File: src/rtl/vga_tile_renderer_if.sv
// -----------------------------------------------------------------------------
// vga_tile_renderer_if
//   Bundles every non-clock signal of the tile renderer:
//     - raster input from the VGA timing driver (x, y, video_on, hsync_i, vsync_i)
//     - tile-map write port from game logic (wr_en, wr_col, wr_row, wr_data)
//     - cursor controls (cursor_en, cursor_col, cursor_row)
//     - video output to the DAC (r, g, b, hsync_o, vsync_o, blank_n) and frame_tick
//   master : timing driver / game logic side (drives raster, writes, cursor)
//   slave  : the renderer (drives the colour and sync outputs)
// -----------------------------------------------------------------------------
interface vga_tile_renderer_if;
  logic [9:0] x;
  logic [9:0] y;
  logic       video_on;
  logic       hsync_i;
  logic       vsync_i;

  logic       wr_en;
  logic [2:0] wr_col;
  logic [2:0] wr_row;
  logic [1:0] wr_data;

  logic       cursor_en;
  logic [2:0] cursor_col;
  logic [2:0] cursor_row;

  logic [7:0] r;
  logic [7:0] g;
  logic [7:0] b;
  logic       hsync_o;
  logic       vsync_o;
  logic       blank_n;
  logic       frame_tick;

  modport master (
    output x, y, video_on, hsync_i, vsync_i,
    output wr_en, wr_col, wr_row, wr_data,
    output cursor_en, cursor_col, cursor_row,
    input  r, g, b, hsync_o, vsync_o, blank_n, frame_tick
  );

  modport slave (
    input  x, y, video_on, hsync_i, vsync_i,
    input  wr_en, wr_col, wr_row, wr_data,
    input  cursor_en, cursor_col, cursor_row,
    output r, g, b, hsync_o, vsync_o, blank_n, frame_tick
  );
endinterface

File: src/rtl/vga_tile_renderer.sv
// -----------------------------------------------------------------------------
// vga_tile_renderer
//   Pixel-colour stage behind the VGA timing driver. Draws a GRID_COLS x
//   GRID_ROWS board of square tiles from an internal 2-bit tile map, with grid
//   lines on each tile's low edge and a blinking cursor frame.
//   Two-stage pipeline: stage 1 maps the raster position onto board/tile
//   coordinates, stage 2 looks up the tile and picks the colour. RGB and the
//   delayed sync/blank signals all leave exactly two clocks after their inputs.
// Ports
//   clk   : pixel clock
//   reset : synchronous, active-high; clears tile map, pipeline and blink state
//   bus   : vga_tile_renderer_if.slave (raster in, map writes, cursor, video out)
// -----------------------------------------------------------------------------
module vga_tile_renderer #(
  parameter int TILE_LOG2    = 6,
  parameter int GRID_COLS    = 8,
  parameter int GRID_ROWS    = 6,
  parameter int ORIGIN_X     = 64,
  parameter int ORIGIN_Y     = 48,
  parameter int BLINK_FRAMES = 30,
  parameter int LINE_W       = 2,
  parameter int CURSOR_W     = 4
) (
  input  logic                clk,
  input  logic                reset,
  vga_tile_renderer_if.slave  bus
);

  localparam int TILE = 2 ** TILE_LOG2;
  localparam int CNT_W = (BLINK_FRAMES > 1) ? $clog2(BLINK_FRAMES) : 1;

  localparam logic [10:0] BOARD_W = 11'(GRID_COLS << TILE_LOG2);
  localparam logic [10:0] BOARD_H = 11'(GRID_ROWS << TILE_LOG2);
  localparam logic [3:0]  COLS_L  = 4'(GRID_COLS);
  localparam logic [3:0]  ROWS_L  = 4'(GRID_ROWS);

  localparam logic [TILE_LOG2-1:0] LINE_LIM   = TILE_LOG2'(LINE_W);
  localparam logic [TILE_LOG2-1:0] CUR_LO_LIM = TILE_LOG2'(CURSOR_W);
  localparam logic [TILE_LOG2-1:0] CUR_HI_LIM = TILE_LOG2'(TILE - CURSOR_W);
  localparam logic [CNT_W-1:0]     BLINK_LAST = CNT_W'(BLINK_FRAMES - 1);

  localparam logic [23:0] RGB_BLACK  = 24'h000000;
  localparam logic [23:0] RGB_CURSOR = 24'hFFFF00;
  localparam logic [23:0] RGB_LINE   = 24'hFFFFFF;
  localparam logic [23:0] RGB_EMPTY  = 24'h202020;
  localparam logic [23:0] RGB_A      = 24'hE02020;
  localparam logic [23:0] RGB_B      = 24'h2040E0;
  localparam logic [23:0] RGB_HILITE = 24'h20C040;

  // ---------------------------------------------------------------------------
  // Stage 1: board-relative coordinates. Both are 11-bit two's complement, so
  // bit 10 set means the pixel is left of / above the board origin.
  // ---------------------------------------------------------------------------
  logic [10:0] w_rx;
  logic [10:0] w_ry;
  logic        w_in_board;

  assign w_rx = {1'b0, bus.x} - 11'(ORIGIN_X);
  assign w_ry = {1'b0, bus.y} - 11'(ORIGIN_Y);
  assign w_in_board = !w_rx[10] && !w_ry[10] && (w_rx < BOARD_W) && (w_ry < BOARD_H);

  logic                 r_von_d1;
  logic                 r_hs_d1;
  logic                 r_vs_d1;
  logic                 r_in_board;
  logic [2:0]           r_col;
  logic [2:0]           r_row;
  logic [TILE_LOG2-1:0] r_ox;
  logic [TILE_LOG2-1:0] r_oy;

  // NOTE: clocked state uses non-blocking assignments so every register in the
  // pipeline samples the pre-edge values and stages advance together.
  always_ff @(posedge clk) begin
    if (reset) begin
      r_von_d1   <= 1'b0;
      r_hs_d1    <= 1'b0;
      r_vs_d1    <= 1'b0;
      r_in_board <= 1'b0;
      r_col      <= '0;
      r_row      <= '0;
      r_ox       <= '0;
      r_oy       <= '0;
    end else begin
      r_von_d1   <= bus.video_on;
      r_hs_d1    <= bus.hsync_i;
      r_vs_d1    <= bus.vsync_i;
      r_in_board <= w_in_board;
      r_col      <= w_rx[TILE_LOG2 +: 3];
      r_row      <= w_ry[TILE_LOG2 +: 3];
      r_ox       <= w_rx[TILE_LOG2-1:0];
      r_oy       <= w_ry[TILE_LOG2-1:0];
    end
  end

  // ---------------------------------------------------------------------------
  // Tile map. Read asynchronously in stage 2, so a write on the same edge that
  // registers a stage-2 pixel is seen only by the following pixel.
  // ---------------------------------------------------------------------------
  logic [1:0] r_map [8][8];
  logic       w_wr_ok;

  assign w_wr_ok = bus.wr_en && ({1'b0, bus.wr_col} < COLS_L) && ({1'b0, bus.wr_row} < ROWS_L);

  // NOTE: the map is flop-based and must read as empty straight after reset,
  // so every entry is cleared explicitly rather than left to power-up state.
  always_ff @(posedge clk) begin
    if (reset) begin
      for (int i = 0; i < 8; i++) begin
        for (int j = 0; j < 8; j++) begin
          r_map[i][j] <= 2'd0;
        end
      end
    end else if (w_wr_ok) begin
      r_map[bus.wr_row][bus.wr_col] <= bus.wr_data;
    end
  end

  // ---------------------------------------------------------------------------
  // Frame tick and cursor blink. The tick fires on the first pixel of vblank
  // and is not delayed with the video pipeline.
  // ---------------------------------------------------------------------------
  logic             r_frame_tick;
  logic [CNT_W-1:0] r_blink_cnt;
  logic             r_blink_phase;

  always_ff @(posedge clk) begin
    if (reset) begin
      r_frame_tick  <= 1'b0;
      r_blink_cnt   <= '0;
      r_blink_phase <= 1'b0;
    end else begin
      r_frame_tick <= (bus.x == 10'd0) && (bus.y == 10'd480);
      if (r_frame_tick) begin
        if (r_blink_cnt == BLINK_LAST) begin
          r_blink_cnt   <= '0;
          r_blink_phase <= ~r_blink_phase;
        end else begin
          r_blink_cnt <= r_blink_cnt + CNT_W'(1);
        end
      end
    end
  end

  // ---------------------------------------------------------------------------
  // Stage 2: colour selection by priority.
  // ---------------------------------------------------------------------------
  logic [1:0]  w_tile;
  logic        w_cursor_tile;
  logic        w_cursor_edge;
  logic        w_line;
  logic [23:0] w_rgb;

  assign w_tile        = r_map[r_row][r_col];
  // Out-of-range cursor coordinates can never equal a board tile, but the
  // explicit bound keeps that property independent of the grid parameters.
  assign w_cursor_tile = bus.cursor_en && r_blink_phase &&
                         ({1'b0, bus.cursor_col} < COLS_L) && ({1'b0, bus.cursor_row} < ROWS_L) &&
                         (r_col == bus.cursor_col) && (r_row == bus.cursor_row);
  assign w_cursor_edge = (r_ox < CUR_LO_LIM) || (r_ox >= CUR_HI_LIM) ||
                         (r_oy < CUR_LO_LIM) || (r_oy >= CUR_HI_LIM);
  assign w_line        = (r_ox < LINE_LIM) || (r_oy < LINE_LIM);

  // NOTE: w_rgb gets a default before the priority chain so no path through
  // the block leaves it unassigned, which would otherwise infer a latch.
  always_comb begin
    w_rgb = RGB_BLACK;
    if (!r_von_d1 || !r_in_board) begin
      w_rgb = RGB_BLACK;
    end else if (w_cursor_tile && w_cursor_edge) begin
      w_rgb = RGB_CURSOR;
    end else if (w_line) begin
      w_rgb = RGB_LINE;
    end else begin
      case (w_tile)
        2'd0:    w_rgb = RGB_EMPTY;
        2'd1:    w_rgb = RGB_A;
        2'd2:    w_rgb = RGB_B;
        default: w_rgb = RGB_HILITE;
      endcase
    end
  end

  logic [23:0] r_rgb;
  logic        r_hs_d2;
  logic        r_vs_d2;
  logic        r_von_d2;

  always_ff @(posedge clk) begin
    if (reset) begin
      r_rgb    <= '0;
      r_hs_d2  <= 1'b0;
      r_vs_d2  <= 1'b0;
      r_von_d2 <= 1'b0;
    end else begin
      r_rgb    <= w_rgb;
      r_hs_d2  <= r_hs_d1;
      r_vs_d2  <= r_vs_d1;
      r_von_d2 <= r_von_d1;
    end
  end

  assign bus.r          = r_rgb[23:16];
  assign bus.g          = r_rgb[15:8];
  assign bus.b          = r_rgb[7:0];
  assign bus.hsync_o    = r_hs_d2;
  assign bus.vsync_o    = r_vs_d2;
  assign bus.blank_n    = r_von_d2;
  assign bus.frame_tick = r_frame_tick;

endmodule

File: src/flat_wrapper.sv
// flat-port wrapper written by rule: the top's interface ports become plain ports
module vga_tile_renderer_flat 
#(
  parameter int TILE_LOG2    = 6,
  parameter int GRID_COLS    = 8,
  parameter int GRID_ROWS    = 6,
  parameter int ORIGIN_X     = 64,
  parameter int ORIGIN_Y     = 48,
  parameter int BLINK_FRAMES = 30,
  parameter int LINE_W       = 2,
  parameter int CURSOR_W     = 4
)
  (clk, reset, bus_x, bus_y, bus_video_on, bus_hsync_i, bus_vsync_i, bus_wr_en, bus_wr_col, bus_wr_row, bus_wr_data, bus_cursor_en, bus_cursor_col, bus_cursor_row, bus_r, bus_g, bus_b, bus_hsync_o, bus_vsync_o, bus_blank_n, bus_frame_tick);
  vga_tile_renderer_if bus_i ();
  input  logic clk;
  input  logic reset;
  input wire logic [$bits(bus_i.x)-1:0] bus_x;
  input wire logic [$bits(bus_i.y)-1:0] bus_y;
  input wire logic [$bits(bus_i.video_on)-1:0] bus_video_on;
  input wire logic [$bits(bus_i.hsync_i)-1:0] bus_hsync_i;
  input wire logic [$bits(bus_i.vsync_i)-1:0] bus_vsync_i;
  input wire logic [$bits(bus_i.wr_en)-1:0] bus_wr_en;
  input wire logic [$bits(bus_i.wr_col)-1:0] bus_wr_col;
  input wire logic [$bits(bus_i.wr_row)-1:0] bus_wr_row;
  input wire logic [$bits(bus_i.wr_data)-1:0] bus_wr_data;
  input wire logic [$bits(bus_i.cursor_en)-1:0] bus_cursor_en;
  input wire logic [$bits(bus_i.cursor_col)-1:0] bus_cursor_col;
  input wire logic [$bits(bus_i.cursor_row)-1:0] bus_cursor_row;
  output wire logic [$bits(bus_i.r)-1:0] bus_r;
  output wire logic [$bits(bus_i.g)-1:0] bus_g;
  output wire logic [$bits(bus_i.b)-1:0] bus_b;
  output wire logic [$bits(bus_i.hsync_o)-1:0] bus_hsync_o;
  output wire logic [$bits(bus_i.vsync_o)-1:0] bus_vsync_o;
  output wire logic [$bits(bus_i.blank_n)-1:0] bus_blank_n;
  output wire logic [$bits(bus_i.frame_tick)-1:0] bus_frame_tick;
  assign bus_i.x = bus_x;
  assign bus_i.y = bus_y;
  assign bus_i.video_on = bus_video_on;
  assign bus_i.hsync_i = bus_hsync_i;
  assign bus_i.vsync_i = bus_vsync_i;
  assign bus_i.wr_en = bus_wr_en;
  assign bus_i.wr_col = bus_wr_col;
  assign bus_i.wr_row = bus_wr_row;
  assign bus_i.wr_data = bus_wr_data;
  assign bus_i.cursor_en = bus_cursor_en;
  assign bus_i.cursor_col = bus_cursor_col;
  assign bus_i.cursor_row = bus_cursor_row;
  assign bus_r = bus_i.r;
  assign bus_g = bus_i.g;
  assign bus_b = bus_i.b;
  assign bus_hsync_o = bus_i.hsync_o;
  assign bus_vsync_o = bus_i.vsync_o;
  assign bus_blank_n = bus_i.blank_n;
  assign bus_frame_tick = bus_i.frame_tick;
  vga_tile_renderer #(.TILE_LOG2(TILE_LOG2), .GRID_COLS(GRID_COLS), .GRID_ROWS(GRID_ROWS), .ORIGIN_X(ORIGIN_X), .ORIGIN_Y(ORIGIN_Y), .BLINK_FRAMES(BLINK_FRAMES), .LINE_W(LINE_W), .CURSOR_W(CURSOR_W)) u_core (.clk(clk), .reset(reset), .bus(bus_i));
endmodule
File: config.mk
export PLATFORM = sky130hd
export DESIGN_NAME = vga_tile_renderer_flat
export DESIGN_NICKNAME = d
export VERILOG_FILES = /design/src/rtl/vga_tile_renderer_if.sv /design/src/rtl/vga_tile_renderer.sv /design/src/flat_wrapper.sv
export SDC_FILE = /design/constraint.sdc
export NUM_CORES = 1
export LEC_CHECK = 0
export ABC_AREA = 1
export ABC_CLOCK_PERIOD_IN_PS = 2150
export CORE_MARGIN = 2
export CORE_UTILIZATION = 56
export CTS_CLUSTER_DIAMETER = 150
export DETAILED_ROUTE_END_ITERATION = 10
export GPL_TIMING_DRIVEN = 0
export PLACE_DENSITY_LB_ADDON = 0.3
export SLEW_MARGIN = 40
export SYNTH_ARGS = -nofsm -noshare
export SYNTH_HDL_FRONTEND = slang
export SYNTH_SLANG_ARGS = --single-unit
File: constraint.sdc
create_clock -name clk -period 2.15 [get_ports clk]
set_input_delay 0.43 -clock clk [delete_from_list [all_inputs] [get_ports clk]]
set_output_delay 0.43 -clock clk [all_outputs]
set_load 0.02 [all_outputs]
==> results of run 1 <==
==> final timing paths <==
kind / start / to / cells after the start
setup / recovery: bus_wr_row[2] / u_core.r_map[5][5] / 5
hold / removal: u_core.r_hs_d1 / u_core.bus.hsync_o / 2
setup reg to reg: u_core.r_row[0] / u_core.r_rgb[5] / 13
hold reg to reg: u_core.r_hs_d1 / u_core.bus.hsync_o / 2
==> power by group <==
group	switching [mW]	total [mW]	internal [mW]	leakage [nW]
clock	1.23	3.00	1.77	0.303
sequential	0.0574	3.72	3.66	1.55
combinational	0.558	0.826	0.268	2.18
==> area by class of cell <==
class                   count  area [um2]  area share [%]
well taps                 180         225            2.36
repair buffers             68         683            7.16
flip-flops and latches    168        4650            48.7
multi-input cells         648        2830            29.7
inverters                  49         190            1.99
clock inverters             8        56.3           0.590
clock buffers              24         544            5.71
plain buffers              70         358            3.75
==> flip-flops by register name, summed over array words and instances, names as in the netlist <==
| name | flops |
|---|---|
| u_core.bus.hsync_o | 1 |
| u_core.bus.blank_n | 1 |
| u_core.r_vs_d1 | 1 |
| u_core.r_ox | 5 |
| u_core.bus.frame_tick | 1 |
| u_core.r_in_board | 1 |
| u_core.r_blink_phase | 1 |
| u_core.r_blink_cnt | 5 |
| u_core.r_map | 128 |
| u_core.r_row | 3 |
| u_core.r_hs_d1 | 1 |
| u_core.r_col | 3 |
| u_core.bus.vsync_o | 1 |
| u_core.r_rgb | 10 |
| u_core.r_von_d1 | 1 |
| u_core.r_oy | 5 |
==> logic make-up after synthesis <==
group	synth area share, %
AND/OR/NAND/NOR	29.7
buffers and inverters	6.94
AO/OA/AOI/OAI	1.87
XOR/XNOR	1.01
adder cells (fa/ha/maj)	0.961
other	0.0480
flip-flops	59.5
==> per-stage QoR <==
stage	power, mW	hold slack (ps)	TNS (ps)	area (um2)
floorplan	4.25	388	0	7930
global placement	4.56	395	-83470	8830
detailed placement	4.58	397	-82920	8860
CTS	7.52	408	-3320	9470
global route	7.77	426	0	9540
finish	7.55	404	0	9540
==> cell usage in the layout, fill, tap and decap left out, types with 2 or more instances in the layout <==
cell type          n
clkbuf_16         19
clkinv_4           5
nor2_4             9
nand2_1          316
conb_1            32
nand2_2            4
a21oi_1           22
clkbuf_1          33
buf_4             19
nor3_2             6
o21ai_1            2
nor3b_1            2
inv_1             43
clkbuf_8           5
edfxtp_1         128
xor2_1             8
nand4_1            6
nand3_1           83
dfxtp_1           39
nor2_1           135
ha_1               6
clkdlybuf4s50_1   67
inv_2              4
nor3_1             8
clkinv_2           4
buf_2             12
buf_1              4
==> critical path, delay by kind of cell <==
kind | cells | cell delay, ps
buffers and inverters | 2 | 760
AND/OR/NAND/NOR | 3 | 1030
==> timing repair <==
| item | 4_1_cts | 5_1_grt |
|---|---|---|
| pin swaps | 0 | 3 |
| gates resized for setup | 4 | 20 |
| endpoints found under the setup margin | 84 | 152 |
| hold endpoints to repair | 0 | 0 |
==> metal layers <==
layer / up-vias / share of wire (%)
li1: 3114 / -
met1: 2992 / 38
met2: 355 / 48
met3: 79 / 9.3
met4: 0 / 4.9
met5: - / 0
==> reports/results.tsv, run 1 <==
stage	metric	value	unit
run_status	status	finished, final reports clean	
timing	Setup WS post-layout	68.5	ps
route	DR vias/cell	5.38	
yosys	synth cell count leaders	318 x nand2_1, 143 x nor2_1, 128 x edfxtp_1	
timing	Relative slew margins	40.6	%
yosys	Post-synth EDFFs	128	
die	Initial Utilization	56.7	%
placement	DP Wirelength	14.4	mm
final_layout	layout cell share with drive strength beyond 1	8.89	%
route	# DRC	0	
clocking	Clock Tree Buf Depth	2	
clocking	Clk Tree Root Cell	clkbuf_16	
critical_path	crit-path cells	clkdlybuf4s50_1 > inv_1 > nor3_2 > nand2_1 > nand2_1	
final_layout	fill count	1127	
clocking	Num CTS Buffers	17	
critical_path	Arr. time, crit path	2220	ps
yosys	ranking of synthesized cells by area	edfxtp_1 49%, nand2_1 15%, dfxtp_1 10%	
die	Die Span X	122	um
placement	Placer Congestion	1.08	
clocking	clk slew on worst S/H paths	60	ps
clocking	CTS tree	built	
die	Top-Level Pins	69	
yosys	number of synthesized register bits	168	
yosys	leading area contributor after synthesis	edfxtp_1	
die	DIE AREA	0.0149	mm2
yosys	Synth Cell Area	0.00781	mm2
yosys	Ys Warns	0	
placement	worst slack at placement	-610	ps
yosys	Syn Area/Cell	8.64	um2
critical_path	CP Capture Type	register	
grt	GRT overflow	0	
final_layout	diode count	0	
yosys	ys async rst share	0	%
timing	Final Setup Violations	0	
yosys	Synth Instances	904	
grt	gr busiest metal	met2	
route	DR vias	6540	
power	pwr dens	791	mW/mm2
final_layout	fin util	69.2	%
critical_path	kind of critical path	input pin to register	
route	WL final	20.7	mm
yosys	number of unique standard cell types used by synthesis	32	
route	Initial DRC Count	623	
timing	skew final	6.54	ps
yosys	part of the Yosys area used for sequential elements	59.5	%
clocking	Post-CTS Hold Buffers	0	
timing	RSZ-0062 raised after global routing	no	
grt	first-pass GRT wire length	31.7	mm
placement	PortBufs	68	
critical_path	Worst path max stage delay	660	ps
timing	Hold Vio Cnt, Final	0	
final_layout	Area Overhead vs Synth	22.1	%
yosys	ys flop type	edfxtp_1	
grt	antenna violations before repair	0	
placement	Post-Place Cells	1183	
power	worst vdd ir	0.618	mV
yosys	area share of the largest cell type after synthesis	49.2	%
hold_path	hold crit path type	register to register	
clocking	Max H-tree Level	4	
power	leakage power	4.04	nW
route	Post-DRT Antenna Nets	0	
route	drt wl/cell	17.0	um
grt	grt met2 use	48.0	%
timing	Final Slew Violations	0	
timing	crit path time final	2080	ps
timing	highest clock rate	480	MHz
critical_path	worst-path fanout max	8	
grt	largest net degree at the start of global routing	17	
grt	M1 GR Usage	35.7	%
critical_path	r2r setup slk	110	ps
critical_path	startpoint types	input pin	
final_layout	Total Nets Final	1069	
timing	Slew @ Worst Pin	890	ps
critical_path	most used cell, CP	nand2_1	
grt	vias in the first global route	6249	
die	row count	43	
die	die height	122	um
flow_run	Max-cap violations	0	
clocking	clk sinks	168	
grt	grt met3 use	6.55	%
final_layout	Layout Cells excl Fill	1215	
critical_path	Crit-path slowest cell	nor3_2	
critical_path	Crit path required time	2290	ps
grt	Overall Global Routing Usage	29.3	%
route	drt pass-1 iters	6	
yosys	most common cell in the netlist	nand2_1	
clocking	postcts setup bufs	0	
timing	period utilization	96.8	%
clocking	insertion delay to the later sink of the worst-skew pair	430	ps
die	core area	0.0138	mm2
Power figures use the tool's default switching activity.
==> inputs of run 2 (changes only) <==
--- a/config.mk
+++ b/config.mk
@@ -13,7 +13,7 @@
 export DETAILED_ROUTE_END_ITERATION = 10
 export GPL_TIMING_DRIVEN = 0
 export PLACE_DENSITY_LB_ADDON = 0.3
-export SLEW_MARGIN = 40
+export SLEW_MARGIN = 0
 export SYNTH_ARGS = -nofsm -noshare
 export SYNTH_HDL_FRONTEND = slang
 export SYNTH_SLANG_ARGS = --single-unit
==> run 2 against run 1 <==
The flow now finishes with violations (setup timing). Utilization down 0.15 points. Clock skew down 0.83 ps. Fmax down 4.2%. Sequential power about the same. Register-to-register slack about the same. Non-clock buffer count unchanged. Cell area down 0.22%. Worst setup slack worse by 91 ps. Die area unchanged. Total power up 0.22%. Critical path depth up 3. Combinational power down 0.6%. Critical path type unchanged. Largest power group unchanged.
==> reports/results.tsv, run 2 (synthesized netlist as in run 1, its figures left out) <==
stage	metric	value	unit
hold_path	hold crit path type	register to register	
placement	Post-Place Cells	1183	
critical_path	startpoint types	input pin	
flow_run	Max-cap violations	0	
final_layout	fill count	1114	
clocking	Max H-tree Level	4	
die	Top-Level Pins	69	
clocking	Post-CTS Hold Buffers	0	
timing	Relative slew margins	42.1	%
timing	crit path time final	2170	ps
route	WL final	20.6	mm
final_layout	diode count	0	
clocking	Num CTS Buffers	17	
critical_path	worst-path fanout max	9	
power	clock power share	40.0	%
power	pwr dens	795	mW/mm2
grt	vias in the first global route	6131	
final_layout	Largest register FFs	128	
power	cell-internal power	5.74	mW
power	sequential power share	49.2	%
grt	GRT overflow	0	
placement	worst slack at placement	-650	ps
critical_path	Crit path required time	2290	ps
power	leakage power	4.04	nW
route	Initial DRC Count	650	
critical_path	kind of critical path	input pin to register	
timing	period utilization	101	%
critical_path	Arr. time, crit path	2320	ps
power	worst vdd ir	0.603	mV
critical_path	Worst R2R Path Depth	13	
final_layout	Largest regs	u_core.r_map (128), u_core.r_rgb (10)	
grt	largest net degree at the start of global routing	17	
run_status	failing checks	setup timing	
placement	DP Wirelength	14.4	mm
timing	Setup WS post-layout	-22.9	ps
die	DIE AREA	0.0149	mm2
hold_path	HP Start	u_core.r_hs_d1	
power	NetSw	1.83	mW
die	core area	0.0138	mm2
critical_path	worst r2r src	u_core.r_row[0]	
timing	post-route setup TNS	-168	ps
route	Post-DRT Antenna Nets	0	
timing	Hold Vio Cnt, Final	0	
final_layout	Layout Cells excl Fill	1215	
final_layout	layout cell share with drive strength beyond 1	8.70	%
final_layout	Total Nets Final	1069	
route	drt pass-1 iters	5	
hold_path	Hold Crit Depth	2	
clocking	Clock Tree Buf Depth	2	
timing	Final Setup Violations	11	
placement	PortBufs	68	
die	row count	43	
critical_path	reg-to-reg critical path endpoint	u_core.r_rgb[5]	
final_layout	fin util	69.1	%
die	Die Span X	122	um
clocking	clk slew on worst S/H paths	60	ps
timing	Slew @ Worst Pin	864	ps
clocking	Clk Tree Root Cell	clkbuf_16	
route	DR vias	6548	
route	# DRC	0	
die	die height	122	um
timing	skew final	5.72	ps
run_status	status	finished with violations	
power	switching share of total power	24.2	%
clocking	insertion delay to the later sink of the worst-skew pair	430	ps
final_layout	largest register by flop count	u_core.r_map	
route	DR vias/cell	5.39	
clocking	postcts setup bufs	0	
final_layout	commonest non-fill, non-tap cell in the layout	nand2_1	
critical_path	r2r setup slk	110	ps
die	Initial Utilization	56.7	%
final_layout	most frequent cells in the layout	318 x nand2_1, 135 x nor2_1, 128 x edfxtp_1	
grt	first-pass GRT wire length	31.2	mm
hold_path	Hold EP	u_core.bus.hsync_o	
timing	RSZ-0062 raised after global routing	yes	
route	drt wl/cell	17.0	um
clocking	clk sinks	168	
placement	Placer Congestion	1.08	
grt	antenna violations before repair	0	
grt	Overall Global Routing Usage	29.0	%
critical_path	CP Capture Type	register	
power	combinational power share	10.9	%
timing	hold slack	404	ps
clocking	CTS tree	built	
timing	Final Slew Violations	0	
timing	highest clock rate	460	MHz
final_layout	Area Overhead vs Synth	21.9	%
[run 2: cell count changes in the layout (fill, tap and decap cells not counted), moves of 2 or more]
cell     delta
nor2_2      +5
nand2_1     +2
nand2_2     -2
nor2_4      -5
[run 2: timing repair]
item,CTS,global route
endpoints found under the setup margin,115,161
resized for setup,6,17
pin swaps,0,1
[run 2: worst max-delay path by stage]
stage	startpoint	end	slack, ps	cells after the start
finish	reset	u_core.r_map[2][3]	-20	8
global route	reset	u_core.r_map[3][9]	-120	8
global placement	bus_wr_row[2]	u_core.r_map[4][1]	-630	5
floorplan	reset	u_core.r_map[3][10]	570	7
detailed placement	bus_wr_row[2]	u_core.r_map[5][5]	-650	5
CTS	reset	u_core.r_map[0][11]	-190	8
[run 2: cell type report]
type                            count  area (um2)  share of cell area (%)
Buffer                             70         362                    3.80
Inverter                           49         188                    1.97
Tap cell                          180         225                    2.37
Timing Repair Buffer               68         681                    7.15
Sequential cell                   168        4650                    48.8
Clock buffer                       24         556                    5.84
Clock inverter                      8        55.1                   0.579
Multi-Input combinational cell    648        2800                    29.5
[run 2: layer usage]
metal  routed length, um  vias to the layer above  global-route usage [%]
met3                1950                       72                    5.85
met5                   0                        -                       0
met2                9870                      358                    47.9
met4                 928                        0                    16.5
met1                7890                     3000                    35.5
li1                    -                     3118                       -
[run 2: per-stage QoR]
stage / power, mW / area [um2]
floorplan: 4.25 / 7930
CTS: 7.54 / 9460
detailed placement: 4.57 / 8830
finish: 7.56 / 9520
global placement: 4.56 / 8830
global route: 7.79 / 9520
[run 2: critical path, cell delays in order]
cell and delay, ps:
clkdlybuf4s50_1 530, inv_4 200, nand2_1 80, a21oi_1 170
nand2_1 250, nor2_2 340, nand2_1 160, nand2_1 140
[run 2: power groups by stage]
stage                     sequential, mW  clock [mW]  combinational (mW)
final                               3.72        3.03               0.821
after global routing                3.73        3.16               0.897
after CTS                           3.72        3.03               0.795
after detailed placement            3.79           0               0.786
after global placement              3.78           0               0.775
after floorplan                     3.77           0               0.475
